<file path="src/rtl/apb_master_arbiter.sv">
// -----------------------------------------------------------------------------
// apb_master_arbiter
//
// Shares a single APB master port between two requesters:
//   requester 0 : AXI4-Lite bridge path
//   requester 1 : local config/debug path
// Arbitration is round-robin. The granted requester's payload is captured into
// the APB output registers at grant time. The block then runs the APB
// SETUP/ACCESS sequence and returns read data and error on a one-cycle done
// pulse. A programmable PREADY timeout forces an error completion so that a
// hung slave cannot lock the bus.
//
// Requester handshake: a requester raises req[i] with its payload valid. The
// payload is sampled only in the cycle the requester is granted. req[i] may
// drop after grant without aborting the transfer. Completion is a one-cycle
// req_done[i] pulse, with rsp_rdata/rsp_slverr valid in that same cycle. If
// req[i] is still high after done, it is treated as a new request.
//
// Ports:
//   clk, rst          clock, asynchronous active-low reset
//   req[1:0]          per-requester transfer request
//   req_write[1:0]    per-requester write(1)/read(0)
//   req_addr          packed addresses, requester i at [i*addrWidth +: addrWidth]
//   req_wdata         packed write data
//   req_strb          packed write strobes
//   req_prot          packed pprot, 3 bits per requester
//   req_done[1:0]     one-cycle completion pulse to the winner
//   rsp_rdata         read data (0 for writes/timeouts), valid with req_done
//   rsp_slverr        error, valid with req_done
//   grant[1:0]        one-hot owner of the current transfer, 0 when idle
//   psel..pprot       registered APB master outputs
//   pready, pslverr, prdata   APB slave response
//   dbgState          current FSM state (0 IDLE, 1 SETUP, 2 ACCESS)
// -----------------------------------------------------------------------------
module apb_master_arbiter #(
   parameter int addrWidth = 32,
   parameter int dataWidth = 32,
   parameter int TIMEOUT   = 256
) (
   input  logic                       clk,
   input  logic                       rst,
   input  logic [1:0]                 req,
   input  logic [1:0]                 req_write,
   input  logic [2*addrWidth-1:0]     req_addr,
   input  logic [2*dataWidth-1:0]     req_wdata,
   input  logic [2*dataWidth/8-1:0]   req_strb,
   input  logic [5:0]                 req_prot,
   output logic [1:0]                 req_done,
   output logic [dataWidth-1:0]       rsp_rdata,
   output logic                       rsp_slverr,
   output logic [1:0]                 grant,
   output logic                       psel,
   output logic                       penable,
   output logic                       pwrite,
   output logic [addrWidth-1:0]       paddr,
   output logic [dataWidth-1:0]       pwdata,
   output logic [dataWidth/8-1:0]     pstrb,
   output logic [2:0]                 pprot,
   input  logic                       pready,
   input  logic                       pslverr,
   input  logic [dataWidth-1:0]       prdata,
   output logic [1:0]                 dbgState
);

   localparam int strbWidth = dataWidth / 8;
   // A disabled timeout (TIMEOUT == 0) still keeps a 1-bit counter so the
   // logic below needs no special cases; timeoutEn masks it off.
   localparam int cntWidth = (TIMEOUT == 0) ? 1 : $clog2(TIMEOUT + 1);
   localparam bit timeoutEn = (TIMEOUT != 0);
   localparam logic [cntWidth-1:0] cntLast = cntWidth'((TIMEOUT == 0) ? 0 : TIMEOUT - 1);
   localparam logic [cntWidth-1:0] cntMax  = {cntWidth{1'b1}};

   typedef enum logic [1:0] {
      IDLE   = 2'd0,
      SETUP  = 2'd1,
      ACCESS = 2'd2
   } stateT;

   stateT state, stateNxt;

   // Index of the requester served last; reset to 1 so requester 0 wins the
   // first tie.
   logic                lastServed, lastServedNxt;
   logic [cntWidth-1:0] timeoutCnt, cntNxt;

   logic [1:0]           reqDoneNxt;
   logic [dataWidth-1:0] rdataNxt;
   logic                 slverrNxt;
   logic [1:0]           grantNxt;
   logic                 pselNxt;
   logic                 penableNxt;
   logic                 pwriteNxt;
   logic [addrWidth-1:0] paddrNxt;
   logic [dataWidth-1:0] pwdataNxt;
   logic [strbWidth-1:0] pstrbNxt;
   logic [2:0]           pprotNxt;

   // ---------------------------------------------------------------------------
   // Arbitration and completion decode
   // ---------------------------------------------------------------------------
   logic curIdx;        // owner of the transfer in flight (grant is one-hot)
   logic winnerIdx;     // round-robin winner when starting from IDLE
   logic timeoutHit;
   logic xferDone;      // ACCESS ends this cycle (pready or timeout)
   logic backToBack;    // other requester waiting at completion
   logic launch;        // a new transfer is granted this cycle
   logic launchIdx;

   assign curIdx     = grant[1];
   assign winnerIdx  = (req == 2'b11) ? ~lastServed : req[1];
   // pready wins over a coincident timeout, so a real response is never
   // turned into a forced error.
   assign timeoutHit = timeoutEn && (timeoutCnt == cntLast) && !pready;
   assign xferDone   = (state == ACCESS) && (pready || timeoutHit);
   // Only the other requester is considered at completion; the completing
   // requester's req is ignored until it has seen its done pulse.
   assign backToBack = xferDone && req[~curIdx];
   assign launch     = ((state == IDLE) && (req != 2'b00)) || backToBack;
   assign launchIdx  = (state == IDLE) ? winnerIdx : ~curIdx;

   // Payload of the requester being launched
   logic                 selWrite;
   logic [addrWidth-1:0] selAddr;
   logic [dataWidth-1:0] selWdata;
   logic [strbWidth-1:0] selStrb;
   logic [2:0]           selProt;

   assign selWrite = launchIdx ? req_write[1] : req_write[0];
   assign selAddr  = launchIdx ? req_addr[2*addrWidth-1:addrWidth] : req_addr[addrWidth-1:0];
   assign selWdata = launchIdx ? req_wdata[2*dataWidth-1:dataWidth] : req_wdata[dataWidth-1:0];
   assign selStrb  = launchIdx ? req_strb[2*strbWidth-1:strbWidth] : req_strb[strbWidth-1:0];
   assign selProt  = launchIdx ? req_prot[5:3] : req_prot[2:0];

   // ---------------------------------------------------------------------------
   // State register (FSM state plus all registered outputs)
   // ---------------------------------------------------------------------------
   always_ff @(posedge clk or negedge rst) begin
      if (!rst) begin
         state      <= IDLE;
         lastServed <= 1'b1;
         timeoutCnt <= '0;
         req_done   <= 2'b00;
         rsp_rdata  <= '0;
         rsp_slverr <= 1'b0;
         grant      <= 2'b00;
         psel       <= 1'b0;
         penable    <= 1'b0;
         pwrite     <= 1'b0;
         paddr      <= '0;
         pwdata     <= '0;
         pstrb      <= '0;
         pprot      <= 3'b000;
      end else begin
         state      <= stateNxt;
         lastServed <= lastServedNxt;
         timeoutCnt <= cntNxt;
         req_done   <= reqDoneNxt;
         rsp_rdata  <= rdataNxt;
         rsp_slverr <= slverrNxt;
         grant      <= grantNxt;
         psel       <= pselNxt;
         penable    <= penableNxt;
         pwrite     <= pwriteNxt;
         paddr      <= paddrNxt;
         pwdata     <= pwdataNxt;
         pstrb      <= pstrbNxt;
         pprot      <= pprotNxt;
      end
   end

   // ---------------------------------------------------------------------------
   // Next-state logic
   // ---------------------------------------------------------------------------
   always_comb begin
      stateNxt = state;
      case (state)
         IDLE:    if (req != 2'b00) stateNxt = SETUP;
         SETUP:   stateNxt = ACCESS;
         ACCESS: begin
            if (xferDone) stateNxt = backToBack ? SETUP : IDLE;
         end
         default: stateNxt = IDLE;
      endcase
   end

   // ---------------------------------------------------------------------------
   // Output logic (next values of the registered outputs)
   // ---------------------------------------------------------------------------
   always_comb begin
      // APB payload holds unless a new transfer is launched.
      pselNxt       = psel;
      penableNxt    = penable;
      pwriteNxt     = pwrite;
      paddrNxt      = paddr;
      pwdataNxt     = pwdata;
      pstrbNxt      = pstrb;
      pprotNxt      = pprot;
      grantNxt      = grant;
      // Response fields are only meaningful during the done pulse.
      reqDoneNxt    = 2'b00;
      rdataNxt      = '0;
      slverrNxt     = 1'b0;
      lastServedNxt = lastServed;
      cntNxt        = timeoutCnt;

      case (state)
         IDLE: begin
            pselNxt    = 1'b0;
            penableNxt = 1'b0;
            grantNxt   = 2'b00;
         end
         SETUP: begin
            penableNxt = 1'b1;
         end
         ACCESS: begin
            if (xferDone) begin
               reqDoneNxt    = curIdx ? 2'b10 : 2'b01;
               // A timeout reports an error with no data, and any late pready
               // is ignored because the FSM has already left ACCESS.
               rdataNxt      = (pready && !pwrite) ? prdata : '0;
               slverrNxt     = pready ? pslverr : 1'b1;
               lastServedNxt = curIdx;
               cntNxt        = '0;
               pselNxt       = 1'b0;
               penableNxt    = 1'b0;
               grantNxt      = 2'b00;
            end else if (timeoutCnt != cntMax) begin
               cntNxt = timeoutCnt + cntWidth'(1);
            end
         end
         default: ;
      endcase

      // A launch from IDLE or back-to-back from ACCESS lands in SETUP.
      if (launch) begin
         pselNxt    = 1'b1;
         penableNxt = 1'b0;
         grantNxt   = launchIdx ? 2'b10 : 2'b01;
         pwriteNxt  = selWrite;
         paddrNxt   = selAddr;
         pwdataNxt  = selWdata;
         pstrbNxt   = selWrite ? selStrb : '0;
         pprotNxt   = selProt;
      end
   end

   assign dbgState = state;

endmodule

</file>
<file path="config.mk">
export PLATFORM = sky130hd
export DESIGN_NAME = apb_master_arbiter
export DESIGN_NICKNAME = d
export VERILOG_FILES = /design/src/rtl/apb_master_arbiter.sv
export SDC_FILE = /design/constraint.sdc
export NUM_CORES = 1
export LEC_CHECK = 0
export BUFFER_PORTS_ARGS = -buffer_cell sky130_fd_sc_hd__clkbuf_2
export CORE_MARGIN = 2
export CORE_UTILIZATION = 46
export DETAILED_ROUTE_END_ITERATION = 8
export PLACE_DENSITY = 0.84
export SLEW_MARGIN = 30
export SYNTH_ARGS = -nofsm -noshare
export SYNTH_HDL_FRONTEND = slang
export SYNTH_SLANG_ARGS = --single-unit
</file>
<file path="constraint.sdc">
create_clock -name clk -period 2.9 [get_ports clk]
set_input_delay 0.145 -clock clk [delete_from_list [all_inputs] [get_ports clk]]
set_output_delay 0.145 -clock clk [all_outputs]
set_load 0.02 [all_outputs]
</file>
After elaboration in Yosys (flattened, before gate mapping). Index checks and enable logic that the tools add are counted.

Bitwise gates (word level): 2. $lt $le $gt $ge: 1. $add $sub $neg: 1. Equality and inequality tests: 8. Shift-type cells: 0. Mux-type cells: 34. Div/mod/pow operators: 0. $mul: 0. Reductions and logical operators: 19.

Operators with widths (count): $mux 32 (5); $mux 9 (2); $mux 2 (8); $mux 1 (12); $reduce_and 2->1 (5); $add 9x1->9 const B (1); $eq 9x8->1 const B (1); $ne 9x9->1 const B (1); $mux 4 (2); $pmux 2 s3 (1); $logic_and 1x1->1 (5); $eq 2x2->1 const B (2); $pmux 2 s2 (1); $reduce_bool 2->1 (2); $reduce_bool 4->1 (1); $mux 3 (1); $ne 3x3->1 const B (1); $pmux 1 s3 (1); $reduce_bool 3->1 (1); $eq 2x1->1 const B (1); $logic_not 1->1 (2); $logic_not 2->1 (1); $logic_or 1x1->1 (2); $lt 1x2->1 const B (1); other kinds (4) (5).

Output and inout port bits: 113. Word-level logic and storage cells: 79. RAM bits: 0. Flip-flop bits (word level): 123. Bits of input ports: 182. Latch bits: 0. Memory bits (read-only): 0. Memories: 0.

Logic depth before layout (Yosys ltp).
Depth in word-level cells: 8. Depth in mapped cells: 10. Gate-level depth less buffers: 8.

Worst setup path before layout. Ideal clock, no wire load.

Kind: flip-flop to flip-flop. From: register timeoutCnt[0]. To: register pprot[1]. Clock period less this slack: 2.308 ns. Stages on the path, launching flop included: 11. Path slack: 0.592 ns. Path buffers: 2. Arrival: 2.184 ns. Setup time: 0.125 ns. Data required time: 2.775 ns. Cell sequence: dfrtp_1 > ha_1 > nand3_1 > nor2_1 > ha_1 > nor2_1 > o22ai_1 > nand2b_1 > buf_2 > buf_4 > mux2_2.

Word-level cells in the longest chain between the ends: 6.

Ends and longest elaborated chain: start: declaration (RTL line 84) `logic [cntWidth-1:0] timeoutCnt, cntNxt;`; start signal: assignment (RTL line 156) `timeoutCnt <= cntNxt;`; $eq 9x8->1 (RTL line 113) `assign timeoutHit = timeoutEn && (timeoutCnt == cntLast) && !pready;`; $logic_and 1x1->1 (RTL line 113); $logic_or 1x1->1 (RTL line 114) `assign xferDone = (state == ACCESS) && (pready || timeoutHit);`; $logic_and 1x1->1 (RTL line 114); $logic_and 1x1->1 (RTL line 117) `assign backToBack = xferDone && req[~curIdx];`; $logic_or 1x1->1 (RTL line 118) `assign launch = ((state == IDLE) && (req != 2'b00)) || backToBack;`; end signal: assignment (RTL line 167) `pprot <= pprotNxt;`; end: declaration (RTL line 58) `output logic [2:0] pprot,`.

Every way passes these cells. A chain may end at the register's enable or synchronous reset.

Final worst setup path.
From: register timeoutCnt[0]. To: register pwdata[13].

Word-level cells in the longest chain between the ends: 6.

Ends and longest elaborated chain: $eq 9x8->1 (RTL line 113); $logic_and 1x1->1 (RTL line 113); $logic_or 1x1->1 (RTL line 114); $logic_and 1x1->1 (RTL line 114); $logic_and 1x1->1 (RTL line 117); $logic_or 1x1->1 (RTL line 118); end signal: assignment (RTL line 165) `pwdata <= pwdataNxt;`; end: declaration (RTL line 56) `output logic [dataWidth-1:0] pwdata,`.

Every way passes these cells.

==> results_dict.tcl <==
set metrics [dict create \
    htreeDepth 4 \
    cts_tree "built" \
    path_buf_inv 1 \
    wl_met1_um 5540 \
    syn_avg_cell_area_um2 14.4 \
    cp-end-kind "register" \
    setup_ws_ns 0.495 \
    criticalPathCategory "reg2reg" \
    vias_per_cell 4.89 \
    wl_met2_um 8220 \
    min_path_type "in2reg" \
    antenna_cells 0 \
    dr_wl_met3_um 906 \
    dp_slack_ns 0.542 \
    clockRootBuffer "clkbuf_16" \
    drt_iter0_drc 154 \
    dp_hpwl_um 10500 \
    cp-start-kind "register" \
    grt_max_degree 71 \
    tns_ns 0 \
    synth-edff-count 0 \
    grt_usage 0.224 \
    totalWireLength_um 15100 \
    portBuffers 294 \
    timing.fmax_mhz 416 \
    cp.arrival_ns 2.69 \
    floorplan.core_area_mm2 0.0121 \
    worst-path-max-fanout 27 \
    gp_congestion 0.802 \
    clk_latency_ns 0.41 \
    report.final.slew_viol_count 0 \
    slowest_delay_ns 0.41 \
    clkSinkCount 123 \
    crit_chain "ha_1 -> nand3_1 -> nor2_1 -> ha_1 -> nor2_1 -> o22ai_1 -> nand2b_4 -> buf_4 -> mux2_2" \
    routed.top_layer "met4" \
    grt_overflow 0 \
    crit_path_top_delay_cell "dfrtp_1" \
    die_x_um 115 \
    ys_seq_elements 123 \
    via_count 4440 \
    status "completed" \
    synth-main-ff-cell "dfrtp_1" \
    drv_cap 0 \
    clockBufferDepth 2 \
    start_util 0.471 \
    drtPass1Iterations 5 \
    synth_area_leaders "dfrtp_1, mux2_2, mux2_4" \
    antenna_found_initial 0 \
    ios 295 \
    synthArstFlopShare 1.00 \
    maxSlewHeadroom 0.398 \
    hp-start "pslverr" \
    synthTopCellsByCount "dfrtp_1, mux2_2, mux2_4, and2_1, nand2_1" \
    grt_pass1_wl_um 22600 \
    peakVddDrop_uv 693 \
    clk_pin_slew_worst_paths_ns 0.05 \
    area_delta_synth_final_pct 44.9 \
    startpoint "timeoutCnt[0]$_DFFE_PN0P_" \
    synth_cell_types 30 \
    dieArea_mm2 0.0133 \
    fin_skew_ns 0.00653 \
    synth_warnings 0 \
    cp.required_ns 3.19 \
    rsz0062_at_grt "no" \
    ant_nets 0 \
    regToRegStartpoint "timeoutCnt[0]$_DFFE_PN0P_" \
    grt_pass1_vias 4631 \
    hold_violations 0 \
    crit_family "simple AND/OR/NAND/NOR gates" \
    leakage_uw 0.00434 \
    drive_gt1_frac 0.641 \
    synth_top_area_frac 0.537 \
    drc 0 \
    totalPowerFinal_uw 8910 \
    worstMarginPinSlew_ns 0.901 \
    layout.nets 913 \
    holdWs_ns 0.0509 \
    rows 40 \
    power_density_mw_per_mm2 1080 \
    fin_crit_ns 2.41 \
    syn_nets 579 \
    die_y_um 115 \
    min_period_over_period 0.829 \
    yosysMostFrequentCell "dfrtp_1" \
    finalSetupViolCount 0 \
    yosys.area.top_type "dfrtp_1" \
    synth_area_mm2 0.00569 \
    cts_buffers 17 \
    wl_per_cell_um 16.6 \
    syn_inst 394 \
    ys_seq_area_frac 0.542 \
]
[power breakdown]
part | internal (uW) | leakage, uW | switching, uW
logic | 2030 | 0.00253 | 2130
registers | 2370 | 0.00154 | 355
clock network | 1320 | 0.000276 | 706
total | 5720 | 0.00434 | 3190
[sequential cells by signal, indices dropped and copies added, names as in the netlist, 2 cells and up]
name and flops:
dbgState 2, grant 2, paddr 32, pprot 3, pstrb 4, pwdata 32
req_done 2, rsp_rdata 32, timeoutCnt 9
[cells by family after synthesis]
| logic type | synth area share |
|---|---|
| mux | 0.326 |
| flops | 0.542 |
| simple gates | 0.0733 |
| buf+inv | 0.0308 |
| compound gates | 0.0121 |
| xor+xnor | 0.00924 |
| fa+ha+maj | 0.00660 |
[layout make-up]
class | count | area, um^2
sequential | 123 | 3080
clock inverter | 7 | 90.1
multi-input combinational | 244 | 2440
tap | 168 | 210
inverter | 7 | 26.3
clock buffer | 24 | 482
fill | 790 | 3830
timing repair buffer | 335 | 1900
[layout by cell type, fill, tap and decap left out, types with 6 or more instances in the layout]
cell,Yosys,final
clkbuf_16,0,17
xnor2_1,6,6
mux2_4,55,55
dfrtp_1,122,122
nand2_1,13,13
inv_1,7,7
clkbuf_2,0,293
dlygate4sd3_1,0,34
and2_1,32,32
mux2_2,87,87
nor2_1,12,12
[final timing paths]
path                                           to  slack, ns  cells past startpoint
min                          rsp_slverr$_DFF_PN0_       0.05                      3
max in group asynchronous  lastServed$_DFFE_PN1P_       1.75                      3
min in group asynchronous  rsp_rdata[9]$_DFF_PN0_       0.32                      2
max reg2reg                pwdata[13]$_DFFE_PN0P_       0.49                      9
max                        pwdata[13]$_DFFE_PN0P_       0.49                      9
min reg2reg                 paddr[24]$_DFFE_PN0P_       0.50                      1
[worst min-delay path: stages]
cell	delay, ns
clkbuf_2	0.09
nor2b_1	0.12
nor3_1	0.07
[metal layers]
metal,up-vias,global-route usage
met5,-,0
met4,0,0.112
met3,38,0.0596
met2,218,0.406
met1,2147,0.241
li1,2037,-
[timing repair]
| item | CTS | global route |
|---|---|---|
| hold buffers | 34 | 0 |
| gates resized for setup | 0 | 0 |
| buffers inserted | 0 | 0 |
| endpoints found under the hold margin | 86 | 0 |
[through the flow]
| stage | utilization | std cells | area, um^2 |
|---|---|---|---|
| after CTS | 0.683 | 908 | 8240 |
| after global placement | 0.607 | 843 | 7320 |
| final | 0.683 | 908 | 8240 |
| after detailed placement | 0.607 | 843 | 7320 |
| after global routing | 0.683 | 908 | 8240 |
| after floorplan | - | 394 | 5690 |
Power figures use the tool's default switching activity.
